<file path="src/rtl/vram_arbiter.sv">
// Single-port VRAM arbiter: video scan-out fetch has priority, the host fills free cycles,
// and a starvation guard forces a host grant (dropping one video fetch) after a bounded wait.
module vram_arbiter #(
    parameter int AW           = 16,
    parameter int DW           = 8,
    parameter int STARVE_LIMIT = 64
) (
    input  logic          clk_sys,
    input  logic          reset,
    input  logic          vid_req,
    input  logic [AW-1:0] vid_addr,
    output logic          vid_rvalid,
    output logic [DW-1:0] vid_rdata,
    output logic          vid_miss,
    output logic [15:0]   vid_miss_cnt,
    input  logic          host_valid,
    input  logic          host_we,
    input  logic [AW-1:0] host_addr,
    input  logic [DW-1:0] host_wdata,
    output logic          host_ready,
    output logic          host_rvalid,
    output logic [DW-1:0] host_rdata,
    output logic [AW-1:0] ram_addr,
    output logic          ram_we,
    output logic [DW-1:0] ram_wdata,
    input  logic [DW-1:0] ram_rdata,
    output logic          starve_active
);
    localparam int CW = $clog2(STARVE_LIMIT + 1);

    typedef struct packed {
        logic vid;
        logic miss;
        logic hrd;
    } tag_t;

    logic [CW-1:0] wcnt;
    logic          force_gnt, host_gnt, vid_gnt, drop;
    logic [AW-1:0] addr_q;
    logic [DW-1:0] wdata_q;
    tag_t          tag_s1;

    always_comb begin
        force_gnt     = host_valid && (wcnt == CW'(STARVE_LIMIT));
        host_gnt      = !reset && (force_gnt || (host_valid && !vid_req));
        vid_gnt       = !reset && vid_req && !host_gnt;
        drop          = !reset && force_gnt && vid_req;
        host_ready    = host_gnt;
        starve_active = !reset && force_gnt;
        ram_we        = host_gnt && host_we;
        // Idle cycles replay the last address/data so the RAM bus does not toggle
        ram_addr      = addr_q;
        ram_wdata     = wdata_q;
        if (host_gnt) begin
            ram_addr  = host_addr;
            ram_wdata = host_wdata;
        end else if (vid_gnt) begin
            ram_addr  = vid_addr;
        end
    end

    always_ff @(posedge clk_sys) begin
        if (reset) begin
            wcnt    <= '0;
            addr_q  <= '0;
            wdata_q <= '0;
            tag_s1  <= '0;
        end else begin
            addr_q  <= ram_addr;
            wdata_q <= ram_wdata;
            if (!host_valid || host_gnt)
                wcnt <= '0;
            else if (wcnt != CW'(STARVE_LIMIT))
                wcnt <= wcnt + CW'(1);
            // A dropped fetch still occupies a return slot so scan-out sees fixed latency
            tag_s1.vid  <= vid_gnt || drop;
            tag_s1.miss <= drop;
            tag_s1.hrd  <= host_gnt && !host_we;
        end
    end

    always_ff @(posedge clk_sys) begin
        if (reset) begin
            vid_rvalid   <= 1'b0;
            vid_miss     <= 1'b0;
            vid_rdata    <= '0;
            vid_miss_cnt <= '0;
            host_rvalid  <= 1'b0;
            host_rdata   <= '0;
        end else begin
            vid_rvalid  <= tag_s1.vid;
            vid_miss    <= tag_s1.miss;
            host_rvalid <= tag_s1.hrd;
            if (tag_s1.vid && !tag_s1.miss)
                vid_rdata <= ram_rdata;
            if (tag_s1.miss && vid_miss_cnt != 16'hFFFF)
                vid_miss_cnt <= vid_miss_cnt + 16'd1;
            if (tag_s1.hrd)
                host_rdata <= ram_rdata;
        end
    end
endmodule
</file>
<file path="config.mk">
export PLATFORM = sky130hd
export DESIGN_NAME = vram_arbiter
export DESIGN_NICKNAME = d
export VERILOG_FILES = /design/src/rtl/vram_arbiter.sv
export SDC_FILE = /design/constraint.sdc
export NUM_CORES = 1
export LEC_CHECK = 0
export BUFFER_PORTS_ARGS = -buffer_cell sky130_fd_sc_hd__buf_2
export CORE_ASPECT_RATIO = 1.4
export CORE_UTILIZATION = 45
export CTS_CLUSTER_DIAMETER = 200
export DETAILED_ROUTE_END_ITERATION = 16
export GPL_TIMING_DRIVEN = 0
export PLACE_DENSITY_LB_ADDON = 0.05
export SETUP_SLACK_MARGIN = 0.02
export SYNTH_ARGS = -nofsm -noshare
export SYNTH_HDL_FRONTEND = slang
export SYNTH_SLANG_ARGS = --single-unit
</file>
<file path="constraint.sdc">
create_clock -name clk_sys -period 2.95 [get_ports clk_sys]
set_input_delay 0.7375 -clock clk_sys [delete_from_list [all_inputs] [get_ports clk_sys]]
set_output_delay 0.7375 -clock clk_sys [all_outputs]
set_load 0.03 [all_outputs]
</file>
==> impl_metrics.py, run 1 <==
metrics = {
    "status": {
        "status": "finished, violations left",
        "violations": "setup timing",
    },
    "cts": {
        "insertion_delay_ps": 350,
        "cts_buffer_depth": 2,
        "cts_hold_repair.buffers": 0,
        "cts.root.buffer_cell": "clkbuf_8",
        "cts_buffers": 9,
        "clkTransAtPathRegs_ps": 70,
        "htreeDepth": 3,
        "cts_tree": "done",
        "clkSinkCount": 69,
    },
    "detailed_routing": {
        "drtAntennaViolNets": 0,
        "drc": 0,
        "wire_per_inst_um": 15.1,
        "routed_wl_mm": 9.21,
        "dr.pass1.iters": 4,
        "drt_iter0_drc": 119,
        "num_vias": 3273,
        "via_per_inst": 5.36,
    },
    "cells_and_area": {
        "n_fill_cell": 539,
        "nets": 568,
        "drive_gt1_share_pct": 50.0,
        "final_common_cell": "buf_2",
        "syn2layout_area_growth_pct": 54.6,
        "fin_cells": 611,
        "antennaDiodeCount": 0,
        "mostFrequentLayoutCells": "buf_2 (92), dfxtp_1 (66), nor2_1 (35), buf_6 (28), nand2_2 (23)",
    },
    "logic_synthesis": {
        "syn_nets": 425,
        "synth.avg_cell_area_um2": 8.97,
        "ys_seq_area_share_pct": 41.7,
        "yosysWarningCount": 0,
        "ys_types": 40,
        "synth_ff_type": "dfxtp_1",
        "netlist_area_mm2": 0.00331,
        "synth_cells": 369,
        "synth_async_sr_flop_share_pct": 0,
        "synth_enable_flop_cells": 0,
        "ys_ff_latch": 69,
    },
    "placement": {
        "gp_congestion": 0.792,
        "preCtsSetupSlack_ps": -463,
        "numPortBuffers": 113,
        "dp_hpwl_mm": 6.13,
        "dp.cells": 577,
    },
    "sta": {
        "tightest_slew_ps": 739,
        "period_needed_ps": 2970,
        "period_share_pct": 101,
        "fin_ws_ps": -24.0,
        "hold_viol": 0,
        "skew_ps": 8.29,
        "finalSetupViolCount": 12,
        "fmax_ghz": 0.336,
        "rsz0062_at_grt": "true",
        "slew_viol_final": 0,
        "relSlewSlack_pct": 50.8,
    },
    "power_and_ir_drop": {
        "ir_drop_uv": 354,
        "p_per_area_mw_per_mm2": 466,
        "power_leakage_nw": 2.14,
        "total_power_mw": 2.39,
    },
    "hold_path": {
        "worst_hold_path.num_cells": 1,
        "hold-path-endpoint": "wcnt[0]",
        "hold_path_class": "flip-flop to flip-flop",
        "worstHoldStart": "wcnt[0]",
    },
    "global_route": {
        "grt_use_total_pct": 24.2,
        "grt_max_degree": 12,
        "grt_pass1_vias": 3099,
        "antenna_found_initial": 0,
        "grt_pass1_wl_mm": 13.9,
        "grt_overflow_total": 0,
    },
    "floorplanning": {
        "initial_core_util_pct": 47.1,
        "coreArea_mm2": 0.00703,
        "io_pins": 115,
        "die-height_um": 103,
        "fp-row-count": 36,
        "die_x_um": 74.5,
        "die_area_mm2": 0.00771,
    },
    "run": {
        "drv_cap": 0,
    },
    "worst_setup_path": {
        "worst_setup_path_end_kind": "primary output",
        "timing.rr.end": "vid_miss_cnt[7]",
        "criticalPathCategory": "flip-flop to primary output",
        "cp.required_ps": 2210,
        "rrSetupSlack_ps": 840,
        "worstPathArrival_ps": 2240,
        "r2r-start": "vid_miss_cnt[0]",
        "startpoint_type": "flip-flop",
        "ff2ff_path_depth": 7,
        "cp_max_fo": 6,
    },
}
## per-layer routing
| metal | vias up | track usage [%] | wire length [um] |
|---|---|---|---|
| met4 | 0 | 11.0 | 212 |
| met5 | - | 0 | 0 |
| met3 | 19 | 7.66 | 473 |
| li1 | 1606 | - | - |
| met1 | 1554 | 26.1 | 3630 |
| met2 | 94 | 42.3 | 4890 |
## power breakdown
| group | total (mW) | leakage [nW] | internal (mW) | switching (mW) |
|---|---|---|---|---|
| Combinational | 0.460 | 1.46 | 0.196 | 0.264 |
| Clock | 0.952 | 0.125 | 0.602 | 0.350 |
| Sequential | 0.975 | 0.563 | 0.961 | 0.0137 |
| Total | 2.39 | 2.14 | 1.76 | 0.628 |
## metrics by stage
step	util, %	TNS, ps	instance area (um^2)	hold WS, ps
after global routing	72.9	-1680	5120	481
after CTS	69.9	-16.9	4910	461
after floorplan	-	-34.3	3460	426
after detailed placement	59.0	-4650	4140	445
final	72.9	-151	5120	456
after global placement	59.0	-4310	4140	436
## critical path, stage by stage (launching register included)
cell and delay (ps):
dfxtp_2 330, or4b_4 560, buf_12 150, o21ai_4 250, buf_6 190, nand2_2 90
a31oi_4 170, buf_6 150
## cells by family after synthesis
family                   Yosys count  share of synthesized area (%)
AO/OA/AOI/OAI                     71                           16.8
multiplexers                      26                           8.20
AND/OR/NAND/NOR                  162                           25.5
adder cells (fa/ha/maj)            3                           1.13
flip-flops                        69                           41.7
buffers and inverters             33                           5.37
XOR/XNOR                           5                           1.32
## worst max-delay path by stage
stage	from	to	slack, ps	cells past startpoint
global route	wcnt[3]	ram_addr[8]	-130	7
CTS	wcnt[4]	ram_addr[14]	-8	7
global placement	reset	ram_addr[13]	-430	7
finish	wcnt[3]	ram_addr[12]	-20	7
detailed placement	reset	ram_addr[14]	-460	7
floorplan	reset	ram_addr[10]	-30	6
## synthesized netlist by cell type, drive strengths merged (4+ instances only)
cell type	instances	area, um^2
a21oi	21	105
a311oi	16	215
a31oi	16	100
and3	7	43.8
buf	15	110
clkbuf	14	52.6
dfxtp	69	1380
inv	4	15.0
mux2	9	101
mux2i	17	170
nand2	49	191
nand2b	4	25.0
nand3	18	90.1
nor2	35	131
nor2b	15	93.8
nor3	16	135
o21ai	10	72.6
o31ai	4	30.0
or4	6	45.0
xnor2	4	35.0
## state kept, by name, summed over array words and instances, names as in the netlist, 3 cells and up
register and count:
addr_q 16, host_rdata 8, tag_s1 3, vid_miss_cnt 16, vid_rdata 8, wcnt 7
wdata_q 8
## cell type report
| type | instances | area, um^2 | share of cell area (%) |
|---|---|---|---|
| multi-input combinational | 267 | 2230 | 43.5 |
| timing repair buffer | 134 | 922 | 18.0 |
| inverter | 4 | 15.0 | 0.293 |
| clock buffer | 11 | 151 | 2.96 |
| tap | 95 | 119 | 2.32 |
| sequential | 69 | 1390 | 27.1 |
| clock inverter | 4 | 95.1 | 1.86 |
| buffer | 27 | 206 | 4.03 |
## repair_timing
item	4_1_cts	5_1_grt
pin swaps	21	21
setup endpoints to repair	25	24
buffers inserted	15	3
cloned	3	1
gates resized for setup	94	52
Note: power is estimated with default switching activity, not from simulation.
==> run 2, diff against run 1 <==
clock period = 2.67 ns   (was 2.95 ns; I/O delays follow)
==> impl_metrics.py, run 2 (synthesis results as in run 1) <==
metrics = {
    "worst_setup_path": {
        "worstPathArrival_ps": 2270,
        "cp.required_ps": 2000,
        "rrSetupSlack_ps": 570,
        "startpoint_type": "flip-flop",
        "cp_max_fo": 6,
        "criticalPathCategory": "flip-flop to primary output",
        "worst_setup_path_end_kind": "primary output",
    },
    "global_route": {
        "grt_use_met2_pct": 42.7,
        "grt_max_degree": 14,
        "top_usage_layer": "met2",
        "grt_pass1_wl_mm": 14.5,
        "grt_use_total_pct": 25.0,
        "grt_pass1_vias": 3102,
        "grt_overflow_total": 0,
        "antenna_found_initial": 0,
        "grt_use_met3_pct": 6.69,
        "groute.layer.met1.usage_pct": 28.8,
    },
    "status": {
        "violations": "setup timing",
        "status": "finished, violations left",
    },
    "cells_and_area": {
        "syn2layout_area_growth_pct": 47.8,
        "mostFrequentLayoutCells": "buf_2 (96), dfxtp_1 (66), nand2_1 (47), nor2_1 (35), buf_6 (24)",
        "final_common_cell": "buf_2",
        "reg.largest.list": "addr_q (16), vid_miss_cnt (16)",
        "fin_cells": 612,
        "drive_gt1_share_pct": 44.3,
        "ff_latch_area_mm2": 0.00139,
        "n_fill_cell": 575,
        "multi_input_area_mm2": 0.00207,
        "antennaDiodeCount": 0,
        "nets": 568,
    },
    "placement": {
        "numPortBuffers": 113,
        "dp.cells": 577,
        "gp_congestion": 0.820,
        "dp_hpwl_mm": 6.15,
    },
    "floorplanning": {
        "die-height_um": 103,
        "coreArea_mm2": 0.00703,
        "die_x_um": 74.5,
        "die_area_mm2": 0.00771,
        "fp-row-count": 36,
        "io_pins": 115,
        "initial_core_util_pct": 47.1,
    },
    "sta": {
        "finalSetupViolCount": 24,
        "period_share_pct": 110,
        "skew_ps": 13.4,
        "rsz0062_at_grt": "true",
        "fin_ws_ps": -264,
        "hold_ws_ps": 464,
        "hold_viol": 0,
        "slew_viol_final": 0,
        "tightest_slew_ps": 726,
        "fmax_ghz": 0.341,
        "relSlewSlack_pct": 51.6,
        "period_needed_ps": 2930,
    },
    "cts": {
        "insertion_delay_ps": 350,
        "cts.root.buffer_cell": "clkbuf_8",
        "htreeDepth": 3,
        "clkSinkCount": 69,
        "cts_buffers": 9,
        "cts_tree": "done",
        "cts_hold_repair.buffers": 0,
        "clkTransAtPathRegs_ps": 70,
        "cts_buffer_depth": 2,
    },
    "detailed_routing": {
        "num_vias": 3267,
        "drc": 0,
        "drt_iter0_drc": 138,
        "via_per_inst": 5.34,
        "routed_wl_mm": 9.32,
        "wire_per_inst_um": 15.2,
        "dr.pass1.iters": 4,
        "drtAntennaViolNets": 0,
    },
    "power_and_ir_drop": {
        "ir_drop_uv": 327,
        "power_leakage_nw": 2.09,
        "p_per_area_mw_per_mm2": 520,
    },
    "run": {
        "drv_cap": 0,
    },
    "hold_path": {
        "hold_path_class": "flip-flop to flip-flop",
    },
}
## run 2: cell count changes in the layout (fill, tap and decap cells not counted), moves of 4 or more
cell / change
nand2_1: +25
nand2_2: -22
o21ai_4: -6
buf_2: +4
buf_6: -4
o21ai_1: +4
## run 2: area by class of cell
class	instances	area share, %
clock buffer	10	2.81
timing repair buffer	134	18.0
inverter	4	0.307
tap	95	2.43
sequential	69	28.3
buffer	27	3.96
multi-input combinational	267	42.3
clock inverter	6	1.92
## run 2: per-layer routing
metal,part of all wire [%],wire length (um),up-vias
met5,0,0,-
met4,2.7,248,0
met3,4.8,447,22
met2,52,4860,98
met1,40,3760,1535
li1,-,-,1612
## run 2: per-stage QoR
| stage | setup slack (ps) | util [%] | setup TNS [ps] | area [um^2] | power, mW |
|---|---|---|---|---|---|
| 2_1_floorplan | -17.8 | - | -88.8 | 3470 | 1.36 |
| 3_3_place_gp | -248 | 59.2 | -3510 | 4160 | 1.48 |
| 3_5_place_dp | -266 | 59.2 | -3800 | 4160 | 1.48 |
| 4_1_cts | -215 | 68.0 | -4400 | 4780 | 2.54 |
| 5_1_grt | -338 | 69.6 | -6020 | 4890 | 2.64 |
| 6_report | -264 | 69.6 | -4220 | 4890 | 2.54 |
## run 2: worst paths after layout
path	startpoint	endpoint	cells past startpoint
hold / removal	wcnt[0]	wcnt[0]	1
hold reg to reg	wcnt[0]	wcnt[0]	1
setup / recovery	wcnt[4]	ram_addr[2]	6
setup reg to reg	wcnt[4]	addr_q[7]	8
## run 2: worst max-delay path, stage by stage, from the launching register on
cell	delay, ps
dfxtp_2	320
or4b_4	590
o21a_1	210
buf_6	150
nor3_1	340
a31oi_1	110
buf_2	210
## run 2: what timing repair did
action	in CTS	in global routing
setup buffers	13	7
gates cloned	1	0
endpoints found under the setup margin	27	26
gates resized for setup	74	12
hold endpoints to repair	0	0
pin swaps	17	9
## run 2: report_power, final
part | switching (mW) | internal (mW)
Combinational | 0.280 | 0.201
Clock | 0.430 | 0.560
Sequential | 0.0112 | 1.06
Total | 0.722 | 1.82
==> run 3, diff against run 2 <==
BUFFER_PORTS_ARGS = default   (was -buffer_cell sky130_fd_sc_hd__buf_2)
CORE_MARGIN = 2   (was default)
DONT_BUFFER_PORTS = 1   (was default)
GPL_TIMING_DRIVEN = default   (was 0)
==> impl_metrics.py, run 3 (synthesis results as in run 1) <==
metrics = {
    "detailed_routing": {
        "wire_per_inst_um": 17.5,
        "dr.pass1.iters": 4,
        "drt_iter0_drc": 143,
        "drc": 0,
        "drtAntennaViolNets": 0,
        "routed_wl_mm": 8.42,
        "via_per_inst": 5.74,
        "num_vias": 2762,
    },
    "global_route": {
        "grt_use_total_pct": 21.6,
        "antenna_found_initial": 0,
        "grt_max_degree": 73,
        "grt_overflow_total": 0,
        "grt_pass1_vias": 2810,
        "grt_pass1_wl_mm": 13.8,
    },
    "floorplanning": {
        "fp-row-count": 37,
        "io_pins": 115,
        "coreArea_mm2": 0.00722,
        "die_area_mm2": 0.00807,
        "initial_core_util_pct": 45.8,
        "die_x_um": 76.5,
        "die-height_um": 105,
    },
    "worst_setup_path": {
        "r2r-start": "vid_miss_cnt[0]",
        "cp_slowest_stage_delay_ps": 540,
        "path_buf_inv": 2,
        "critPathLaunch": "wcnt[2]",
        "worst_setup_path_end_kind": "primary output",
        "startpoint_type": "flip-flop",
        "cp_max_fo": 8,
        "slowest_stage": "or4b_4",
        "criticalPathCategory": "flip-flop to primary output",
        "cp.required_ps": 2000,
        "path_cells": "or4b_4 > buf_6 > o21ai_4 > clkbuf_16 > nand2_4 > a31oi_4",
        "cp_top_family": "simple AND/OR/NAND/NOR gates",
        "worstPathArrival_ps": 2170,
    },
    "cts": {
        "cts_buffer_depth": 2,
        "cts.root.buffer_cell": "clkbuf_8",
        "cts_buffers": 9,
        "htreeDepth": 3,
        "cts_hold_repair.buffers": 0,
        "insertion_delay_ps": 350,
        "clkTransAtPathRegs_ps": 80,
        "clkSinkCount": 69,
        "cts_tree": "done",
    },
    "power_and_ir_drop": {
        "ir_drop_uv": 427,
        "p_per_area_mw_per_mm2": 563,
        "p_clk_share_pct": 40.7,
        "power_leakage_nw": 1.54,
        "pwr-share-comb_pct": 14.1,
        "total_power_mw": 2.43,
        "p_sw_mw": 0.689,
        "p_sw_share_pct": 28.4,
        "seq_power_share_pct": 45.2,
        "p_int_mw": 1.74,
    },
    "sta": {
        "rsz0062_at_grt": "true",
        "skew_ps": 11.0,
        "fmax_ghz": 0.352,
        "period_share_pct": 106,
        "finalSetupViolCount": 21,
        "period_needed_ps": 2840,
        "hold_viol": 0,
        "slew_viol_final": 0,
        "fin_ws_ps": -168,
        "relSlewSlack_pct": 33.6,
        "tightest_slew_ps": 994,
    },
    "status": {
        "violations": "setup timing",
        "status": "finished, violations left",
    },
    "placement": {
        "dp_hpwl_mm": 5.32,
        "gp_congestion": 0.824,
        "numPortBuffers": 0,
        "preCtsSetupSlack_ps": 8.19,
    },
    "cells_and_area": {
        "drive_gt1_share_pct": 34.6,
        "reg.largest.list": "addr_q (16), vid_miss_cnt (16)",
        "final_common_cell": "dfxtp_1",
        "syn2layout_area_growth_pct": 30.2,
        "multi_input_area_mm2": 0.00219,
        "n_fill_cell": 667,
        "mostFrequentLayoutCells": "dfxtp_1 (67), nor2_1 (35), nand2_1 (32), a21oi_1 (21), mux2i_1 (17)",
        "nets": 435,
        "ff_latch_area_mm2": 0.00138,
        "antennaDiodeCount": 0,
    },
    "run": {
        "drv_cap": 0,
    },
    "hold_path": {
        "worstHoldStart": "host_we",
        "hold_path_class": "primary input to flip-flop",
    },
}
[run 3: changes by cell type in the layout (fill, tap and decap cells not counted), sizes merged]
cell | previous run | this run
buf | 148 | 26
clkbuf | 23 | 10
clkinv | 1 | 3
bufbuf | 0 | 1
clkinvlp | 1 | 0
[run 3: power groups by stage]
| stage | clock network (mW) | logic [mW] | registers [mW] |
|---|---|---|---|
| 3_3_place_gp | 0 | 0.277 | 1.12 |
| 3_5_place_dp | 0 | 0.280 | 1.12 |
| 5_1_grt | 1.06 | 0.363 | 1.10 |
| 4_1_cts | 1.02 | 0.322 | 1.09 |
| 6_report | 0.988 | 0.342 | 1.10 |
| 2_1_floorplan | 0 | 0.248 | 1.11 |
[run 3: cell type report]
type | instances | area share [%]
inverters | 4 | 0.464
multi-input cells | 267 | 50.8
clock inverters | 7 | 2.47
flip-flops and latches | 69 | 32.1
well taps | 97 | 2.81
repair buffers | 28 | 8.53
clock buffers | 9 | 2.87
[run 3: worst paths after layout]
kind,cells after the start,end,slack [ps]
setup / recovery,6,ram_addr[5],-170
hold / removal,1,tag_s1[0],380
setup reg to reg,5,vid_miss_cnt[0],460
hold reg to reg,1,wcnt[0],460
[run 3: worst reg2reg max path, cell delays in order, from the launching register on]
cell	delay [ps]
dfxtp_1	570
ha_1	260
and2_0	160
and3_1	570
a21oi_1	230
mux2_2	310
[run 3: metrics by stage]
stage	util [%]	instances	instance area (um^2)	TNS [ps]	hold WS (ps)
2_1_floorplan	-	369	3470	-88.8	426
3_3_place_gp	50.3	459	3630	0	441
3_5_place_dp	50.3	459	3630	0	452
4_1_cts	57.6	480	4160	-2660	362
5_1_grt	59.7	481	4310	-4310	363
6_report	59.7	481	4310	-2450	380
[run 3: what timing repair did]
action,CTS,global route
setup buffers,2,1
pin swaps,6,15
setup endpoints to repair,27,26
gates cloned,3,1
resized for setup,47,31
[run 3: layer usage]
layer  GRT usage (%)  part of all wire, %  up-vias
met1            23.9                   39     1316
li1                -                    -     1342
met3            5.82                  5.7       20
met2            36.3                   51       84
met4            13.6                  3.5        0
met5               0                    0        -
